==> src/rtl/regfile_sequencer.sv <==
`default_nettype none
// ============================================================================
// Module      : regfile_sequencer
// Description : Initiator side of the register-unit write/read interface.
//               Buffers 32-bit RISC-V R-type instructions arriving over a
//               valid/ready handshake and replays each one as a READ cycle
//               (operand fetch / ALU settle) followed by a WRITE cycle
//               (register-unit write enable). Counts retired and illegal
//               instructions.
// Ports       :
//   clk          in   1      system clock, rising edge
//   rst_n        in   1      asynchronous active-low reset
//   instr        in   32     instruction word
//   instr_valid  in   1      instr is valid this cycle
//   instr_ready  out  1      buffer can accept (not full)
//   rs1/rs2/rd   out  5      register indices decoded from the current ir
//   RUWr         out  1      register unit write enable (WRITE, legal, rd!=0)
//   alu_op       out  4      {ir[30], ir[14:12]}
//   busy         out  1      sequencer active or buffer holds instructions
//   illegal      out  1      one-cycle pulse in WRITE for non R-type opcode
//   retired_cnt  out  CNT_W  instructions completed (wrapping)
//   illegal_cnt  out  CNT_W  illegal instructions completed (wrapping)
// Revision    : 1.0 - initial release
// ============================================================================
module regfile_sequencer #(
  parameter int         FIFO_DEPTH = 2,
  parameter int         CNT_W      = 16,
  parameter logic [6:0] OPC_RTYPE  = 7'b0110011
) (
  input  logic             clk,
  input  logic             rst_n,
  input  logic [31:0]      instr,
  input  logic             instr_valid,
  output logic             instr_ready,
  output logic [4:0]       rs1,
  output logic [4:0]       rs2,
  output logic [4:0]       rd,
  output logic             RUWr,
  output logic [3:0]       alu_op,
  output logic             busy,
  output logic             illegal,
  output logic [CNT_W-1:0] retired_cnt,
  output logic [CNT_W-1:0] illegal_cnt
);

  localparam int                c_PTR_W     = $clog2(FIFO_DEPTH);
  localparam logic [c_PTR_W:0]  c_FIFO_FULL = (c_PTR_W+1)'(FIFO_DEPTH);
  localparam logic [c_PTR_W-1:0] c_PTR_ONE  = c_PTR_W'(1);
  localparam logic [c_PTR_W:0]  c_CNT_ONE   = (c_PTR_W+1)'(1);
  localparam logic [CNT_W-1:0]  c_CTR_ONE   = CNT_W'(1);

  // --------------------------------------------------------------------------
  // Sequencer state
  // --------------------------------------------------------------------------
  typedef enum logic [1:0] {
    S_IDLE  = 2'd0,
    S_READ  = 2'd1,
    S_WRITE = 2'd2
  } state_t;

  state_t r_state;
  state_t w_state_nxt;

  // --------------------------------------------------------------------------
  // Instruction buffer
  // --------------------------------------------------------------------------
  logic [31:0]        r_mem [FIFO_DEPTH];
  logic [c_PTR_W-1:0] r_wr_ptr;
  logic [c_PTR_W-1:0] r_rd_ptr;
  logic [c_PTR_W:0]   r_count;

  logic w_full;
  logic w_empty;
  logic w_push;
  logic w_pop;

  // Current instruction register and decode
  logic [31:0]      r_ir;
  logic             w_legal;
  logic             w_rd_nonzero;
  logic             w_ruwr;
  logic             w_illegal;
  logic             w_retire;

  logic [CNT_W-1:0] r_retired_cnt;
  logic [CNT_W-1:0] r_illegal_cnt;

  assign w_full  = (r_count == c_FIFO_FULL);
  assign w_empty = (r_count == '0);

  // Acceptance depends only on occupancy, so instr_ready never combinationally
  // follows instr_valid.
  assign w_push  = instr_valid && !w_full;

  assign w_legal      = (r_ir[6:0] == OPC_RTYPE);
  assign w_rd_nonzero = (r_ir[11:7] != 5'd0);

  // --------------------------------------------------------------------------
  // FSM next-state and per-state outputs
  // --------------------------------------------------------------------------
  always_comb begin
    w_state_nxt = r_state;
    w_pop       = 1'b0;
    w_ruwr      = 1'b0;
    w_illegal   = 1'b0;
    w_retire    = 1'b0;
    case (r_state)
      S_IDLE: begin
        if (!w_empty) begin
          w_pop       = 1'b1;
          w_state_nxt = S_READ;
        end
      end
      S_READ: begin
        // One settle cycle for asynchronous register reads and the ALU.
        w_state_nxt = S_WRITE;
      end
      S_WRITE: begin
        w_retire  = 1'b1;
        w_illegal = !w_legal;
        // Writes to x0 are suppressed but the instruction still retires.
        w_ruwr    = w_legal && w_rd_nonzero;
        // Chain straight into the next READ so back-to-back instructions
        // retire every two cycles.
        if (!w_empty) begin
          w_pop       = 1'b1;
          w_state_nxt = S_READ;
        end else begin
          w_state_nxt = S_IDLE;
        end
      end
      default: begin
        w_state_nxt = S_IDLE;
      end
    endcase
  end

  always_ff @(posedge clk or negedge rst_n) begin
    if (!rst_n) begin
      r_state <= S_IDLE;
    end else begin
      r_state <= w_state_nxt;
    end
  end

  // --------------------------------------------------------------------------
  // Buffer storage: data array needs no reset, the pointers/count define
  // which entries are meaningful.
  // --------------------------------------------------------------------------
  always_ff @(posedge clk) begin
    if (w_push) begin
      r_mem[r_wr_ptr] <= instr;
    end
  end

  always_ff @(posedge clk or negedge rst_n) begin
    if (!rst_n) begin
      r_wr_ptr <= '0;
      r_rd_ptr <= '0;
      r_count  <= '0;
    end else begin
      // Depth is a power of two, so pointers wrap naturally.
      if (w_push) begin
        r_wr_ptr <= r_wr_ptr + c_PTR_ONE;
      end
      if (w_pop) begin
        r_rd_ptr <= r_rd_ptr + c_PTR_ONE;
      end
      case ({w_push, w_pop})
        2'b10:   r_count <= r_count + c_CNT_ONE;
        2'b01:   r_count <= r_count - c_CNT_ONE;
        default: r_count <= r_count;
      endcase
    end
  end

  // --------------------------------------------------------------------------
  // Instruction register
  // --------------------------------------------------------------------------
  always_ff @(posedge clk or negedge rst_n) begin
    if (!rst_n) begin
      r_ir <= '0;
    end else if (w_pop) begin
      r_ir <= r_mem[r_rd_ptr];
    end
  end

  // --------------------------------------------------------------------------
  // Retirement counters (wrap, never saturate)
  // --------------------------------------------------------------------------
  always_ff @(posedge clk or negedge rst_n) begin
    if (!rst_n) begin
      r_retired_cnt <= '0;
      r_illegal_cnt <= '0;
    end else if (w_retire) begin
      r_retired_cnt <= r_retired_cnt + c_CTR_ONE;
      if (w_illegal) begin
        r_illegal_cnt <= r_illegal_cnt + c_CTR_ONE;
      end
    end
  end

  // --------------------------------------------------------------------------
  // Outputs
  // --------------------------------------------------------------------------
  assign instr_ready = !w_full;
  assign rs1         = r_ir[19:15];
  assign rs2         = r_ir[24:20];
  assign rd          = r_ir[11:7];
  assign alu_op      = {r_ir[30], r_ir[14:12]};
  assign RUWr        = w_ruwr;
  assign illegal     = w_illegal;
  assign busy        = (r_state != S_IDLE) || !w_empty;
  assign retired_cnt = r_retired_cnt;
  assign illegal_cnt = r_illegal_cnt;

  // funct7 bits other than ir[30] carry no meaning for this unit.
  logic w_unused_ir;
  assign w_unused_ir = &{1'b0, r_ir[31], r_ir[29:25]};

endmodule
`default_nettype wire

==> config.mk <==
export PLATFORM = sky130hd
export DESIGN_NAME = regfile_sequencer
export DESIGN_NICKNAME = d
export VERILOG_FILES = /design/src/rtl/regfile_sequencer.sv
export SDC_FILE = /design/constraint.sdc
export NUM_CORES = 1
export LEC_CHECK = 0
export ABC_AREA = 0
export CAP_MARGIN = 20
export CELL_PAD_IN_SITES_DETAIL_PLACEMENT = 2
export CELL_PAD_IN_SITES_GLOBAL_PLACEMENT = 2
export CORE_MARGIN = 5
export CORE_UTILIZATION = 38
export DETAILED_ROUTE_END_ITERATION = 16
export PLACE_DENSITY_LB_ADDON = 0.1
export SYNTH_ARGS = -nofsm -noshare
export SYNTH_HDL_FRONTEND = slang
export SYNTH_SLANG_ARGS = --single-unit
==> constraint.sdc <==
create_clock -name clk -period 3.17 [get_ports clk]
set_input_delay 0.4755 -clock clk [delete_from_list [all_inputs] [get_ports clk]]
set_output_delay 0.4755 -clock clk [all_outputs]
set_load 0.03 [all_outputs]
### Yosys cells after proc, flatten, opt, wreduce, memory -nomap -nowiden

Memory sizes are Yosys's and may differ from the RTL's. A register that Yosys moved wholly into a read port is not among the register bits.
Cells that the tools add are included.

| cells by class | value |
|---|---|
| add/sub/neg operators | 6 |
| equal/unequal tests | 7 |
| multiplexer cells | 11 |
| reductions and logical operators | 14 |

Operators by type and width:

| operator | count |
|---|---|
| 16-bit by 1-bit adder with 16-bit output (second input constant) | 2 |
| 1-bit 2-to-1 mux | 8 |
| 7-bit by 6-bit equality test with 1-bit output (second input constant) | 1 |
| 2-bit equality test (second input constant) | 3 |
| 2-bit case mux with 3 select lines | 1 |
| 5-bit nonzero test | 1 |
| 2-bit by 1-bit equality test with 1-bit output (second input constant) | 2 |
| 1-bit zero test | 4 |
| 2-bit zero test | 2 |
| 2-bit case mux with 2 select lines | 1 |
| 2-bit nonzero test | 2 |
| 1-bit adder (second input constant) | 2 |
| 2-bit by 1-bit adder with 2-bit output (second input constant) | 1 |
| 1-bit logical AND | 2 |
| 2-bit 2-to-1 mux | 1 |
| 2-bit inequality test (second input constant) | 1 |
| 2-bit AND reduction | 1 |
| 2-bit OR reduction | 1 |
| 2-bit by 1-bit subtractor with 2-bit output (second input constant) | 1 |
| 1-bit logical OR | 1 |

| storage, ports and cells | value |
|---|---|
| register bits after elaboration | 38 |
| memory bits (writable) | 64 |
| output and inout port bits | 55 |
| logic and storage cells | 45 |
| memories kept | 1 |

Memories:

| name | words | bits a word | rd ports | clocked after Yosys merged registers in | wr ports | line | text |
|---|---|---|---|---|---|---|---|
| r_mem | 2 | 32 | 1 | 1 | 1 | 67 | `logic [31:0] r_mem [FIFO_DEPTH];` |

### Depth between registers and ports, before layout

Gate-level depths: netlist (run 1).

| depth | value |
|---|---|
| depth after elaboration | 5 |
| mapped depth | 9 |
| mapped depth without buffers | 7 |

### Worst setup path before layout (run 1)

OpenSTA, ideal clock, no wires.

| timing path | value |
|---|---|
| kind | flip-flop to flip-flop |
| start | register r_count[0] |
| end | memory r_mem[0][0] (enable) |
| library setup time | 0.409 ns |
| data arrival time | 2.013 ns |
| setup slack | 0.748 ns |
| stages on the path, launching flop included | 4 |
| path buffers | 0 |
| clock period less this slack | 2.422 ns |
| cell sequence | dfrtp_1 nand2b_1 nand2_1 nor2_1 |

| on the way | value |
|---|---|
| longest elaborated chain between the ends | 5 |

Ends and longest elaborated chain:

| item | line | text |
|---|---|---|
| start: declaration | 70 | `logic [c_PTR_W:0] r_count;` |
| start signal: assignment | 170 | `2'b10: r_count <= r_count + c_CNT_ONE;` |
| start signal: assignment | 171 | `2'b01: r_count <= r_count - c_CNT_ONE;` |
| start signal: assignment | 172 | `default: r_count <= r_count;` |
| 2-bit equality test | 88 | `assign w_full = (r_count == c_FIFO_FULL);` |
| 1-bit zero test | n/a |  |
| net instr_ready | 34 | `output logic instr_ready,` |
| 1-bit logical AND | 93 | `assign w_push = instr_valid && !w_full;` |
| 1-bit 2-to-1 mux | 151 | `if (w_push) begin` |
| 1-bit 2-to-1 mux (not written as such) | 152 | `r_mem[r_wr_ptr] <= instr;` |
| end: declaration | 67 |  |

The timed path passes the listed nets, and every way through them passes these cells.

### Final worst setup path (run 1)

| timing path | value |
|---|---|
| start | register r_ir[7] (read register of r_mem) |
| end | output port RUWr |

| on the way | value |
|---|---|
| longest elaborated chain between the ends | 3 |

Ends and longest elaborated chain:

| item | line | text |
|---|---|---|
| start: declaration | 78 | `logic [31:0] r_ir;` |
| 5-bit nonzero test | 96 | `assign w_rd_nonzero = (r_ir[11:7] != 5'd0);` |
| 1-bit logical AND | 122 | `w_ruwr = w_legal && w_rd_nonzero;` |
| 1-bit 2-to-1 mux | 107 | `case (r_state)` |
| end: declaration | 38 | `output logic RUWr,` |

Every way passes these cells.

==> results.md, run 1 <==
- Max Cap Viol: 0
- Total wire length: 10.4 mm
- Count of boundary I/O pins: 90
- Slew Limit Fails: 0
- # resized after CTS: 0
- Post-Synthesis Cells: 328
- Worst r2r dst: illegal_cnt[12]
- Die H: 120 µm
- Reg-to-Reg Start: illegal_cnt[0]
- Share of layout cells above drive strength 1: 0.124
- WL per Instance: ~18 µm
- FF+latch count, synth: roughly 120
- GPL Wtd Cong: 0.745
- Critical Path Start: r_ir[7]
- Largest net degree at the start of global routing: 65
- Pleak: 2.44 nW
- Core area: 12000 µm²
- XOR/XNOR share of the synthesized area: 0.0678
- Setup crit end kind: output port
- Most frequent cells in the layout: clkdlybuf4s50_1, dfrtp_1, edfxtp_1
- Drt pass-1 iters: 3
- # DRC: 0
- Iter 0 DRT Violations: 116
- Vias/cell: 4.95
- Die area: 14500 µm²
- Clock Sinks: between 100 and 150
- TritonCTS clock tree: yes
- Sw power: 0.00210 W
- Post-synthesis simple-gate area fraction: 0.0945
- Post-CTS setup buffer count: 0
- Count of different cell masters after synthesis: 39
- Root buffer cell: clkbuf_16
- Number of global-route vias before repair: 3140
- CTS max path bufs: 2
- Layout Cells excl Fill: roughly 570
- Final WS setup: 0.444 ns
- Total negative slack: 0 ns
- Internal power: 0.00411 W
- Sequential element share of the synthesized area: 0.683
- FP Rows: 40
- Final setup fails: 0
- Number of H-tree levels: 4
- Crit share post-route: 0.860
- Post-DP HPWL: 6.39 mm
- Post-route antenna net violation count: 0
- Seq pwr share: 0.387
- Max Fclk: around 370 MHz
- R2r worst-path depth: 5
- GRT Total Usage: 0.154
- DP Area: 5490 µm²
- Most common cell after layout, fill and taps aside: clkdlybuf4s50_1
- GR Overflow Total: 0
- Starting Density: 0.387
- Crit path DAT: 2.25 ns
- Post-synth EDFFs: 52
- Status: completed
- Final core occ: 0.510
- Clock Pin Slew Worst Setup and Hold Paths: 0.05 ns
- Largest family of logic cells by synthesized area: simple AND/OR/NAND/NOR gates
- Top_reg_cell synth: dfrtp_1
- First-pass GRT wire length: ~17 mm
- Hold_buf cts: 0
- Placed Cells: approximately 530
- Cell Pwr Density: roughly 1000 nW/µm²
- RSZ-0062 raised after global routing: no
- Count of warnings emitted by yosys: 0
- Cell area after layout: 6100 µm²
- CP max FO: 3
- Worst-skew pair later-pin latency: roughly 0.42 ns
- Mux cell area share after synthesis: 0.0610
- Die Wd: roughly 120 µm
- CP required: 2.69 ns
- Net count after synthesis: 366
- Synthesis-to-layout area growth: 31.8%
- FF-to-FF setup slack: 1.30 ns
- Min cycle time layout: 2.73 ns
- Synth Area in Adders: 0.00810
- Synthesized area: 4630 µm²
- Clock share of power: 0.320
- Post-Place Setup Slack: 0.861 ns
- Compound-cell area share of the yosys netlist: 0.0416
- Fin. Hold Viols: 0
- Startpoint types: register
- Critical path type: register to output port
- Num CTS Buffers: 17
- Worst rel slew slack: 0.423
- Initial antenna violation count: 0
- Worst Max-Slew Pin Slew: 0.866 ns
- I/O Buffers: 83
- Ys async rst share: 0.552
- Nets: 443
- Combinational fraction of design power: 0.292
- ANT cells: 0
- Clock Skew: 0.0101 ns
- Max VDD drop: 0.648 mV
- Total number of vias: around 2800
- Synth Area per Inst: roughly 14 µm²
- HP Class: input port to asynchronous set/reset pin
- Sw Ratio: 0.338
cells in the mapped netlist (3+ instances only):
master	count	area share
edfxtp_1	52	0.34
xnor2_1	25	0.047
and4_1	3	0.0057
buf_2	4	0.0043
xor2_1	9	0.017
mux2i_1	26	0.056
inv_1	6	0.0049
buf_4	19	0.031
nand4_1	8	0.011
clkbuf_1	5	0.0041
nor2_1	10	0.0081
nand3_1	5	0.0054
ha_1	3	0.0081
nand2_1	37	0.030
dfrtp_1	64	0.35
o21ai_0	26	0.028
kinds of logic after synthesis:
group	count (synthesis)
adder cells (fa/ha/maj)	3
flip-flops	116
buffers and inverters	34
AND/OR/NAND/NOR	82
AO/OA/AOI/OAI	30
multiplexers	28
XOR/XNOR	35
worst max-delay path by stage:
stage / endpoint / slack [ns]
6_report: RUWr / 0.44
5_1_grt: illegal / 0.38
4_1_cts: RUWr / 0.40
3_5_place_dp: RUWr / 0.86
3_3_place_gp: RUWr / 0.89
2_1_floorplan: r_mem[0][0] / 0.75
metrics by stage:
step           hold slack [ns]  power, W
6_report                 0.173   0.00621
5_1_grt                  0.246   0.00657
4_1_cts                  0.204   0.00633
3_5_place_dp             0.474   0.00425
3_3_place_gp             0.457   0.00416
2_1_floorplan            0.180   0.00365
per-layer routing:
layer	vias up	GRT usage	routed length (µm)
met5	-	0	0
met4	0	0.0517	183
met3	15	0.0683	628
met2	71	0.265	5480
met1	1418	0.170	4100
li1	1290	-	-
power by group through the flow:
stage / logic [W] / clock network, W / registers [W]
6_report: 0.00181 / 0.00199 / 0.00240
5_1_grt: 0.00197 / 0.00212 / 0.00247
4_1_cts: 0.00187 / 0.00204 / 0.00242
3_5_place_dp: 0.00183 / 0 / 0.00243
3_3_place_gp: 0.00176 / 0 / 0.00240
2_1_floorplan: 0.00128 / 0 / 0.00237
worst max-delay path, stage by stage, from the launching register on:
cell	delay, ns
dfrtp_1	0.39
or4_1	0.56
o2111a_1	0.29
clkdlybuf4s50_1	0.61
state kept, by name, indices dropped and copies added (netlist names):
register and flops:
illegal_cnt 16, r_count 2, retired_cnt 16, r_wr_ptr 1, r_state 2, r_mem 52
r_ir 26, r_rd_ptr 1
cell type report:
class	instances	area, µm²
flip-flops and latches	116	3160
fillers	1110	5860
repair buffers	86	851
clock buffers	18	429
inverters	6	22.5
well taps	147	184
multi-input cells	178	1270
clock inverters	14	185
(Power assumes the default switching activity.)
==> inputs of run 2 (changes only) <==
SETUP_SLACK_MARGIN = 0.4   (was not set)
==> results.md, run 2 (same netlist as run 1, synthesis figures left out) <==
- Count of boundary I/O pins: 90
- CP required: 2.69 ns
- Reg-to-Reg Start: illegal_cnt[0]
- Min cycle time layout: 2.37 ns
- Clock Sinks: 116
- Number of global-route vias before repair: about 3100
- Post-route antenna net violation count: 0
- CTS max path bufs: 2
- Die area: roughly 14000 µm²
- Max reg flops: 52
- Fin. Hold Viols: 0
- Final WS setup: around 0.80 ns
- Hold_buf cts: 0
- Slew Limit Fails: 0
- ANT cells: 0
- Die H: 120 µm
- Num CTS Buffers: 17
- Core area: 12000 µm²
- Setup crit end kind: output port
- Root buffer cell: clkbuf_16
- Total negative slack: 0 ns
- Post-Place Setup Slack: between 0.8 and 0.9 ns
- Crit path DAT: 1.89 ns
- TritonCTS clock tree: yes
- Seq pwr share: 0.387
- FP Rows: 40
- Most common cell after layout, fill and taps aside: clkdlybuf4s50_1
- Nets: 443
- Max VDD drop: 0.648 mV
- Max Fclk: 422 MHz
- Critical path type: register to output port
- Cell area after layout: 6110 µm²
- Vias/cell: 4.95
- CP max stage delay: 0.56 ns
- Biggest register: r_mem
- WL per Instance: 18.4 µm
- Post-DP HPWL: 6.39 mm
- Placed Cells: 533
- Drt pass-1 iters: 4
- GR Overflow Total: 0
- Worst Max-Slew Pin Slew: just under 0.9 ns
- First-pass GRT wire length: approximately 17 mm
- Clock Pin Slew Worst Setup and Hold Paths: 0.05 ns
- GRT Total Usage: 0.154
- Number of H-tree levels: 4
- Sw Ratio: 0.338
- Starting Density: 0.387
- HP Class: input port to asynchronous set/reset pin
- Total number of vias: approximately 2800
- I/O Buffers: 83
- Cell Pwr Density: 1020 nW/µm²
- CP max stage cell: or4_1
- Iter 0 DRT Violations: 116
- Sw power: 0.00210 W
- Pleak: about 2.5 nW
- Crit share post-route: 0.747
- GPL Wtd Cong: around 0.74
- Biggest regs: r_mem x52, r_ir x26
- # DRC: 0
- Internal power: 0.00411 W
- Worst rel slew slack: 0.423
- Most frequent cells in the layout: clkdlybuf4s50_1, dfrtp_1, edfxtp_1
- Layout Cells excl Fill: 565
- Critical Path Start: r_ir[7]
- Clock Skew: 0.0101 ns
- CP max FO: 3
- Total wire length: around 10 mm
- Status: completed
- Max Cap Viol: 0
- Initial antenna violation count: 0
- Startpoint types: register
- Worst-skew pair later-pin latency: 0.42 ns
- Total power draw: 0.00621 W
- Clock share of power: 0.321
- DP Area: 5490 µm²
- Worst path cell trace: or4_1 -> o2111a_1 -> dlymetal6s2s_1
- Largest net degree at the start of global routing: 65
- RSZ-0062 raised after global routing: no
- Combinational fraction of design power: 0.292
- Share of layout cells above drive strength 1: 0.124
- Final setup fails: 0
- Synthesis-to-layout area growth: 31.9%
- Die Wd: 120 µm
run 2: final timing paths:
| path | endpoint | slack (ns) | cells past startpoint |
|---|---|---|---|
| worst max register to register | illegal_cnt[12] | 1.30 | 5 |
| worst max-delay path | RUWr | 0.80 | 3 |
| min in group clk | illegal_cnt[15] | 0.48 | 1 |
| worst min-delay path | retired_cnt[12] | 0.17 | 1 |
| worst min register to register | illegal_cnt[15] | 0.48 | 1 |
| max in group asynchronous | r_rd_ptr | 2.37 | 1 |
run 2: per-layer routing:
layer,up-vias,part of all wire,wire length (µm),track usage
li1,1290,-,-,-
met1,1418,0.40,4120,0.170
met2,71,0.53,5480,0.265
met3,15,0.060,621,0.0683
met4,0,0.018,183,0.0517
met5,-,0,0,0
run 2: repair_timing:
| item | 4_1_cts | 5_1_grt |
|---|---|---|
| endpoints found under the setup margin | 0 | 2 |
| gates resized for setup | 0 | 2 |
| setup buffers | 0 | 0 |
run 2: area by class of cell:
type                       instances  area [µm²]
clock buffer                      18         429
clock inverter                    14         185
fill                            1110        5850
inverter                           6        22.5
multi-input combinational        178        1270
sequential                       116        3160
tap                              147         184
timing repair buffer              86         856
run 2: power groups by stage:
stage          Combinational, W  Clock, W  Sequential, W
6_report                0.00181   0.00199        0.00240
5_1_grt                 0.00197   0.00212        0.00247
4_1_cts                 0.00187   0.00204        0.00242
3_5_place_dp            0.00183         0        0.00243
3_3_place_gp            0.00176         0        0.00240
2_1_floorplan           0.00128         0        0.00237
run 2: per-stage QoR:
stage / util / hold WS (ns)
2_1_floorplan: - / 0.180
3_3_place_gp: 0.459 / 0.457
3_5_place_dp: 0.459 / 0.474
4_1_cts: 0.510 / 0.204
5_1_grt: 0.511 / 0.246
6_report: 0.511 / 0.173
run 2: critical path: cells and delay by family (launching register included):
kind	cells	cell delay (ns)
buf+inv	1	0.25
simple gates	1	0.56
flops	1	0.39
compound gates	1	0.29
